$ cat src/rtl/pong_frame_scanner_if.sv
// Position inputs and row-scan outputs of pong_frame_scanner.
// PONG_BALL_BLINK_EN adds the ball_blink input.
interface pong_frame_scanner_if #(
  parameter int unsigned WIDTH    = 16,
  parameter int unsigned POS_BITS = 4,
  parameter int unsigned ROW_BITS = 4
);
  logic                enable;
  logic [POS_BITS-1:0] player_top;
  logic [POS_BITS-1:0] player_down;
  logic [POS_BITS-1:0] player_left;
  logic [POS_BITS-1:0] player_right;
  logic [3:0]          player_en;
  logic [POS_BITS-1:0] ball_x;
  logic [POS_BITS-1:0] ball_y;
  logic                ball_visible;
`ifdef PONG_BALL_BLINK_EN
  logic                ball_blink;
`else
`endif
  logic [WIDTH-1:0]    row_data;
  logic [ROW_BITS-1:0] row_index;
  logic                row_valid;
  logic                frame_start;
  logic [7:0]          frame_cnt;

  modport master (
    output enable, player_top, player_down, player_left, player_right,
    output player_en, ball_x, ball_y, ball_visible,
`ifdef PONG_BALL_BLINK_EN
    output ball_blink,
`else
`endif
    input  row_data, row_index, row_valid, frame_start, frame_cnt
  );

  modport slave (
    input  enable, player_top, player_down, player_left, player_right,
    input  player_en, ball_x, ball_y, ball_visible,
`ifdef PONG_BALL_BLINK_EN
    input  ball_blink,
`else
`endif
    output row_data, row_index, row_valid, frame_start, frame_cnt
  );
endinterface

$ cat src/rtl/pong_frame_scanner.sv
// Row-scanning pong matrix renderer with per-frame position snapshot.
// PONG_BALL_BLINK_EN: ball_blink input makes the ball blink on odd frames.
module pong_frame_scanner #(
  parameter int unsigned WIDTH        = 16,
  parameter int unsigned HEIGHT       = 16,
  parameter int unsigned PAD_SIZE     = 4,
  parameter int unsigned POS_BITS     = 4,
  parameter int unsigned ROW_BITS     = 4,
  parameter int unsigned ROW_HOLD     = 1024,
  parameter int unsigned BLANK_CYCLES = 8
) (
  input  logic                 clk,
  input  logic                 rst,
  pong_frame_scanner_if.slave  bus
);

  localparam int unsigned PW      = POS_BITS + 2;
  localparam int unsigned CNT_MAX = (ROW_HOLD > BLANK_CYCLES) ? ROW_HOLD : BLANK_CYCLES;
  localparam int unsigned CNT_W   = (CNT_MAX > 1) ? $clog2(CNT_MAX) : 1;

  typedef enum logic [1:0] {IDLE, LATCH, SCAN, BLANK} state_t;

  typedef struct packed {
    logic [POS_BITS-1:0] top;
    logic [POS_BITS-1:0] down;
    logic [POS_BITS-1:0] left;
    logic [POS_BITS-1:0] right;
    logic [3:0]          en;
    logic [POS_BITS-1:0] bx;
    logic [POS_BITS-1:0] by;
    logic                vis;
    logic                blink;
  } snap_t;

  state_t              state;
  logic [CNT_W-1:0]    cnt;
  snap_t               shadow_q;
  logic [WIDTH-1:0]    row_data_q;
  logic [ROW_BITS-1:0] row_index_q;
  logic                row_valid_q;
  logic                frame_start_q;
  logic [7:0]          frame_cnt_q;

  snap_t               live_c;
  snap_t               snap_c;
  logic [ROW_BITS-1:0] row_sel_c;
  int unsigned         rr_c;
  logic                ball_on_c;
  logic [WIDTH-1:0]    pix_c;

  // Paddle end is widened so start+size never wraps back into the matrix.
  function automatic logic paddle_hit(input logic en, input logic [POS_BITS-1:0] pos,
                                      input int unsigned idx);
    logic [PW-1:0] pad_end;
    pad_end = PW'(pos) + PW'(PAD_SIZE) - PW'(1);
    return !en || ((32'(pos) <= idx) && (idx <= 32'(pad_end)));
  endfunction

  function automatic logic pixel(input int unsigned r, input int unsigned c,
                                 input snap_t s, input logic ball_on);
    logic on;
    on = 1'b0;
    if (r == 0 || r == HEIGHT - 1) begin
      if (c == 0 || c == WIDTH - 1)
        on = 1'b1;
      else if (r == 0)
        on = paddle_hit(s.en[3], s.top, c);
      else
        on = paddle_hit(s.en[2], s.down, c);
    end else if (c == 0) begin
      on = paddle_hit(s.en[1], s.left, r);
    end else if (c == WIDTH - 1) begin
      on = paddle_hit(s.en[0], s.right, r);
    end
    if (ball_on && c >= 1 && c <= WIDTH - 2 && r == 32'(s.by) && c == 32'(s.bx))
      on = 1'b1;
    return on;
  endfunction

  always_comb begin
    live_c       = '0;
    live_c.top   = bus.player_top;
    live_c.down  = bus.player_down;
    live_c.left  = bus.player_left;
    live_c.right = bus.player_right;
    live_c.en    = bus.player_en;
    live_c.bx    = bus.ball_x;
    live_c.by    = bus.ball_y;
    live_c.vis   = bus.ball_visible;
`ifdef PONG_BALL_BLINK_EN
    live_c.blink = bus.ball_blink;
`else
    live_c.blink = 1'b0;
`endif
  end

  // Row 0 is rendered on the LATCH edge, so it must see the values being captured.
  assign snap_c    = (state == LATCH) ? live_c : shadow_q;
  assign row_sel_c = (state == LATCH) ? '0 : row_index_q + ROW_BITS'(1);
  assign rr_c      = 32'(row_sel_c);
  assign ball_on_c = snap_c.vis && !(snap_c.blink && frame_cnt_q[0]);

  for (genvar gc = 0; gc < WIDTH; gc++) begin : g_col
    assign pix_c[gc] = pixel(rr_c, gc, snap_c, ball_on_c);
  end

  always_ff @(posedge clk) begin
    if (rst) begin
      state         <= IDLE;
      cnt           <= '0;
      shadow_q      <= '0;
      row_data_q    <= '0;
      row_index_q   <= '0;
      row_valid_q   <= 1'b0;
      frame_start_q <= 1'b0;
      frame_cnt_q   <= '0;
    end else begin
      frame_start_q <= 1'b0;
      case (state)
        IDLE: begin
          row_data_q  <= '0;
          row_index_q <= '0;
          row_valid_q <= 1'b0;
          cnt         <= '0;
          if (bus.enable) state <= LATCH;
        end
        LATCH: begin
          shadow_q      <= live_c;
          row_index_q   <= '0;
          row_data_q    <= pix_c;
          row_valid_q   <= 1'b1;
          frame_start_q <= 1'b1;
          cnt           <= '0;
          state         <= SCAN;
        end
        SCAN: begin
          if (cnt == CNT_W'(ROW_HOLD - 1)) begin
            cnt         <= '0;
            row_valid_q <= 1'b0;
            row_data_q  <= '0;
            state       <= BLANK;
          end else begin
            cnt <= cnt + CNT_W'(1);
          end
        end
        BLANK: begin
          if (cnt == CNT_W'(BLANK_CYCLES - 1)) begin
            cnt <= '0;
            if (row_index_q == ROW_BITS'(HEIGHT - 1)) begin
              frame_cnt_q <= frame_cnt_q + 8'd1;
              row_index_q <= '0;
              state       <= bus.enable ? LATCH : IDLE;
            end else begin
              row_index_q <= row_index_q + ROW_BITS'(1);
              row_data_q  <= pix_c;
              row_valid_q <= 1'b1;
              state       <= SCAN;
            end
          end else begin
            cnt <= cnt + CNT_W'(1);
          end
        end
        default: state <= IDLE;
      endcase
    end
  end

  assign bus.row_data    = row_data_q;
  assign bus.row_index   = row_index_q;
  assign bus.row_valid   = row_valid_q;
  assign bus.frame_start = frame_start_q;
  assign bus.frame_cnt   = frame_cnt_q;

endmodule

$ cat src/flat_wrapper.sv
// flat-port wrapper written by rule: the top's interface ports become plain ports
module pong_frame_scanner_flat 
#(
  parameter int unsigned WIDTH        = 16,
  parameter int unsigned HEIGHT       = 16,
  parameter int unsigned PAD_SIZE     = 4,
  parameter int unsigned POS_BITS     = 4,
  parameter int unsigned ROW_BITS     = 4,
  parameter int unsigned ROW_HOLD     = 1024,
  parameter int unsigned BLANK_CYCLES = 8
)
  (clk, rst, bus_enable, bus_player_top, bus_player_down, bus_player_left, bus_player_right, bus_player_en, bus_ball_x, bus_ball_y, bus_ball_visible, bus_row_data, bus_row_index, bus_row_valid, bus_frame_start, bus_frame_cnt);
  pong_frame_scanner_if #(.WIDTH(WIDTH), .POS_BITS(POS_BITS), .ROW_BITS(ROW_BITS)) bus_i ();
  input  logic clk;
  input  logic rst;
  input wire logic [$bits(bus_i.enable)-1:0] bus_enable;
  input wire logic [$bits(bus_i.player_top)-1:0] bus_player_top;
  input wire logic [$bits(bus_i.player_down)-1:0] bus_player_down;
  input wire logic [$bits(bus_i.player_left)-1:0] bus_player_left;
  input wire logic [$bits(bus_i.player_right)-1:0] bus_player_right;
  input wire logic [$bits(bus_i.player_en)-1:0] bus_player_en;
  input wire logic [$bits(bus_i.ball_x)-1:0] bus_ball_x;
  input wire logic [$bits(bus_i.ball_y)-1:0] bus_ball_y;
  input wire logic [$bits(bus_i.ball_visible)-1:0] bus_ball_visible;
  output wire logic [$bits(bus_i.row_data)-1:0] bus_row_data;
  output wire logic [$bits(bus_i.row_index)-1:0] bus_row_index;
  output wire logic [$bits(bus_i.row_valid)-1:0] bus_row_valid;
  output wire logic [$bits(bus_i.frame_start)-1:0] bus_frame_start;
  output wire logic [$bits(bus_i.frame_cnt)-1:0] bus_frame_cnt;
  assign bus_i.enable = bus_enable;
  assign bus_i.player_top = bus_player_top;
  assign bus_i.player_down = bus_player_down;
  assign bus_i.player_left = bus_player_left;
  assign bus_i.player_right = bus_player_right;
  assign bus_i.player_en = bus_player_en;
  assign bus_i.ball_x = bus_ball_x;
  assign bus_i.ball_y = bus_ball_y;
  assign bus_i.ball_visible = bus_ball_visible;
  assign bus_row_data = bus_i.row_data;
  assign bus_row_index = bus_i.row_index;
  assign bus_row_valid = bus_i.row_valid;
  assign bus_frame_start = bus_i.frame_start;
  assign bus_frame_cnt = bus_i.frame_cnt;
  pong_frame_scanner #(.WIDTH(WIDTH), .HEIGHT(HEIGHT), .PAD_SIZE(PAD_SIZE), .POS_BITS(POS_BITS), .ROW_BITS(ROW_BITS), .ROW_HOLD(ROW_HOLD), .BLANK_CYCLES(BLANK_CYCLES)) u_core (.clk(clk), .rst(rst), .bus(bus_i));
endmodule
$ cat config.mk
export PLATFORM = sky130hd
export DESIGN_NAME = pong_frame_scanner_flat
export DESIGN_NICKNAME = d
export VERILOG_FILES = /design/src/rtl/pong_frame_scanner_if.sv /design/src/rtl/pong_frame_scanner.sv /design/src/flat_wrapper.sv
export SDC_FILE = /design/constraint.sdc
export NUM_CORES = 1
export LEC_CHECK = 0
export CORE_MARGIN = 2
export CORE_UTILIZATION = 52
export CTS_BUF_LIST = sky130_fd_sc_hd__clkbuf_8
export DETAILED_ROUTE_END_ITERATION = 8
export GPL_TIMING_DRIVEN = 0
export PLACE_DENSITY = 0.79
export SKIP_CTS_REPAIR_TIMING = 1
export SYNTH_ARGS = -nofsm -noshare
export SYNTH_HDL_FRONTEND = slang
export SYNTH_SLANG_ARGS = --single-unit
$ cat constraint.sdc
create_clock -name clk -period 2.9 [get_ports clk]
set_input_delay 0.29 -clock clk [delete_from_list [all_inputs] [get_ports clk]]
set_output_delay 0.29 -clock clk [all_outputs]
set_load 0.02 [all_outputs]
==> impl_metrics.yaml <==
power:
  cellLeakagePower_nw: 2.39
  p_total_mw: 3.02
  ir_drop_v: 0.000323
  power_density_nw_per_um2: 480
routing:
  first_iter_violations: 283
  drcViolationCount: 0
  num_vias: 4855
  wire_per_inst_um: 18.0
  drtPass1Iterations: 5
  antenna_left: 0
  via_per_inst: 6.02
  wl_um: 14500
die:
  start_util_pct: 53.5
  dieWidth_um: 101
  core_sq_um: 9200
  dieArea_sq_um: 10200
  io-pin-count: 62
  die_h_um: 101
  rows: 35
placement:
  port_buffers: 60
  dpl_cell_area_sq_um: 5670
  gp_congestion: 0.932
  dp_cells: 774
  pre_cts_ws_ns: -0.628
  place_hpwl_um: 10200
timing:
  period_needed_ns: 2.91
  setup_slack_ns: -0.0112
  fmax_ghz: 0.343
  rsz0062_at_grt: "true"
  tightest_slew_ns: 0.736
  hold_violations: 0
  finalSetupViolCount: 1
  slew-limit-headroom_pct: 50.9
  clock_skew_ns: 0.0131
  maxSlewViolCount: 0
  fin_crit_sh_pct: 100
finish:
  final_cell_area_sq_um: 6280
  fillCellCount: 742
  fin_util_pct: 68.3
  n_antenna_cell: 0
  nets: 761
  drive_gt1_share_pct: 16.1
  finalNonFillerCells: 807
  syn2layout_area_growth_pct: 27.8
yosys:
  synth.distinct_cells: 73
  postSynth.asyncResetShare_pct: 0
  syn_nets: 673
  synth_flop_cell: "dfxtp_1"
  ys_ff_latch: 72
  syn_area_sq_um: 4920
  yosysWarnings: 0
  yosysSeqAreaShare_pct: 29.3
  synth-edff-count: 0
  synth_cells: 603
  avgSynthCellArea_sq_um: 8.15
clocking:
  path_clk_slew_ns: 0.08
  clock_latency_ns: 0.36
  cts.htree.levels: 3
  cts.sinks: 72
  clock_path_buffers: 2
  numCtsBuffers: 9
  root_buffer: "clkbuf_8"
  cts_tree: "done"
job:
  cap_violations: 0
grt:
  grt_start_max_net_pins: 14
  grtUsageTotal_pct: 27.7
  antenna_found_initial: 0
  grt_pass1_vias: 4532
  globalRouteOverflowTotal: 0
  grt_pass1_wl_um: 22200
worst_hold_path:
  hp-class: "register to register"
status:
  violations: "negative setup slack"
  status: "finished with violations"
worst_setup_path:
  critPathKind: "register to register"
  worstPathArrival_ns: 3.21
  worstPathRequired_ns: 3.20
  start_kind: "register"
  critPathMaxFanout: 10
  end_kind: "register"
worst max-delay path, stage by stage, from the launching register on:
cell       delay [ns]
dfxtp_4          0.37
nand2b_4         0.15
buf_8            0.14
buf_6            0.15
mux2_2           0.32
inv_1            0.10
ha_1             0.23
clkbuf_2         0.20
o32ai_1          0.40
nor2_1           0.09
a2111oi_0        0.49
a22o_1           0.20
path summary, 6_finish.rpt:
path	slack (ns)	depth (start not counted)	endpoint	start
setup / recovery	-0.01	11	u_core.bus.row_data[6]	u_core.state[1]
hold / removal	0.46	1	u_core.bus.row_data[8]	u_core.bus.row_data[8]
setup reg to reg	-0.01	11	u_core.bus.row_data[6]	u_core.state[1]
hold reg to reg	0.46	1	u_core.bus.row_data[8]	u_core.bus.row_data[8]
per-layer routing:
metal	vias to the layer above	part of all wire [%]	GRT usage [%]
met5	-	0	0
met1	2313	45	37.4
met2	178	48	44.1
met3	33	5.2	4.83
met4	0	2.4	10.7
li1	2331	-	-
kinds of logic after synthesis:
group                      synth area share (%)
and+or+nand+nor                            23.4
AOI/OAI and AO/OA                          20.4
xor gates and xnor gates                   5.17
DFF                                        29.3
muxes                                      5.98
adders and majority gates                  9.67
buffers and inverters                      6.01
synth_stat cells, types with 7 or more instances:
cell type / count / area (sq um)
nand3_1: 15 / 75.1
o21ai_0: 27 / 135
nor2_1: 74 / 278
a31oi_1: 10 / 62.6
nor2b_1: 7 / 43.8
inv_1: 32 / 120
nand2b_1: 14 / 87.6
xnor2_1: 21 / 184
clkbuf_1: 11 / 41.3
xor2_1: 8 / 70.1
ha_1: 38 / 475
a21oi_1: 47 / 235
nand2_1: 57 / 214
nor3_1: 13 / 65.1
nand4_1: 9 / 56.3
buf_2: 12 / 60.1
or3_1: 7 / 43.8
dfxtp_1: 72 / 1440
mux2i_1: 17 / 170
sequential cells by signal (all words and copies together) (netlist names):
signal	flops
u_core.state	2
u_core.bus.row_valid	1
u_core.bus.frame_cnt	8
u_core.bus.row_index	4
u_core.shadow_q	30
u_core.cnt	10
u_core.bus.frame_start	1
u_core.bus.row_data	16
layout make-up:
type                    count  area, sq um  area share, %
plain buffers              30          236           3.76
inverters                  34          134           2.13
well taps                 111          139           2.21
flip-flops and latches     72         1450           23.0
multi-input cells         467         3370           53.6
clock inverters             7         93.8           1.49
repair buffers             77          741           11.8
clock buffers               9          124           1.97
report_power, final:
group	internal, mW	switching (mW)	leakage [nW]
Sequential	1.03	0.0343	0.584
Clock	0.486	0.411	0.111
Combinational	0.467	0.587	1.70
stage by stage:
| step | TNS, ns | hold WS (ns) |
|---|---|---|
| 2_1_floorplan | 0 | 0.426 |
| 4_1_cts | -2.89 | 0.450 |
| 3_5_place_dp | -2.57 | 0.443 |
| 5_1_grt | -0.108 | 0.493 |
| 3_3_place_gp | -2.32 | 0.438 |
| 6_report | -0.0112 | 0.460 |
placed cells by master, fill, tap and decap left out, drive strengths merged, types with 21 or more instances in the layout:
cell,count
nor2,76
dfxtp,72
clkdlybuf4s50,60
nand2,58
a21oi,47
ha,38
inv,36
buf,36
o21ai,29
xnor2,21
No activity file was read; power rests on OpenSTA's default activity.
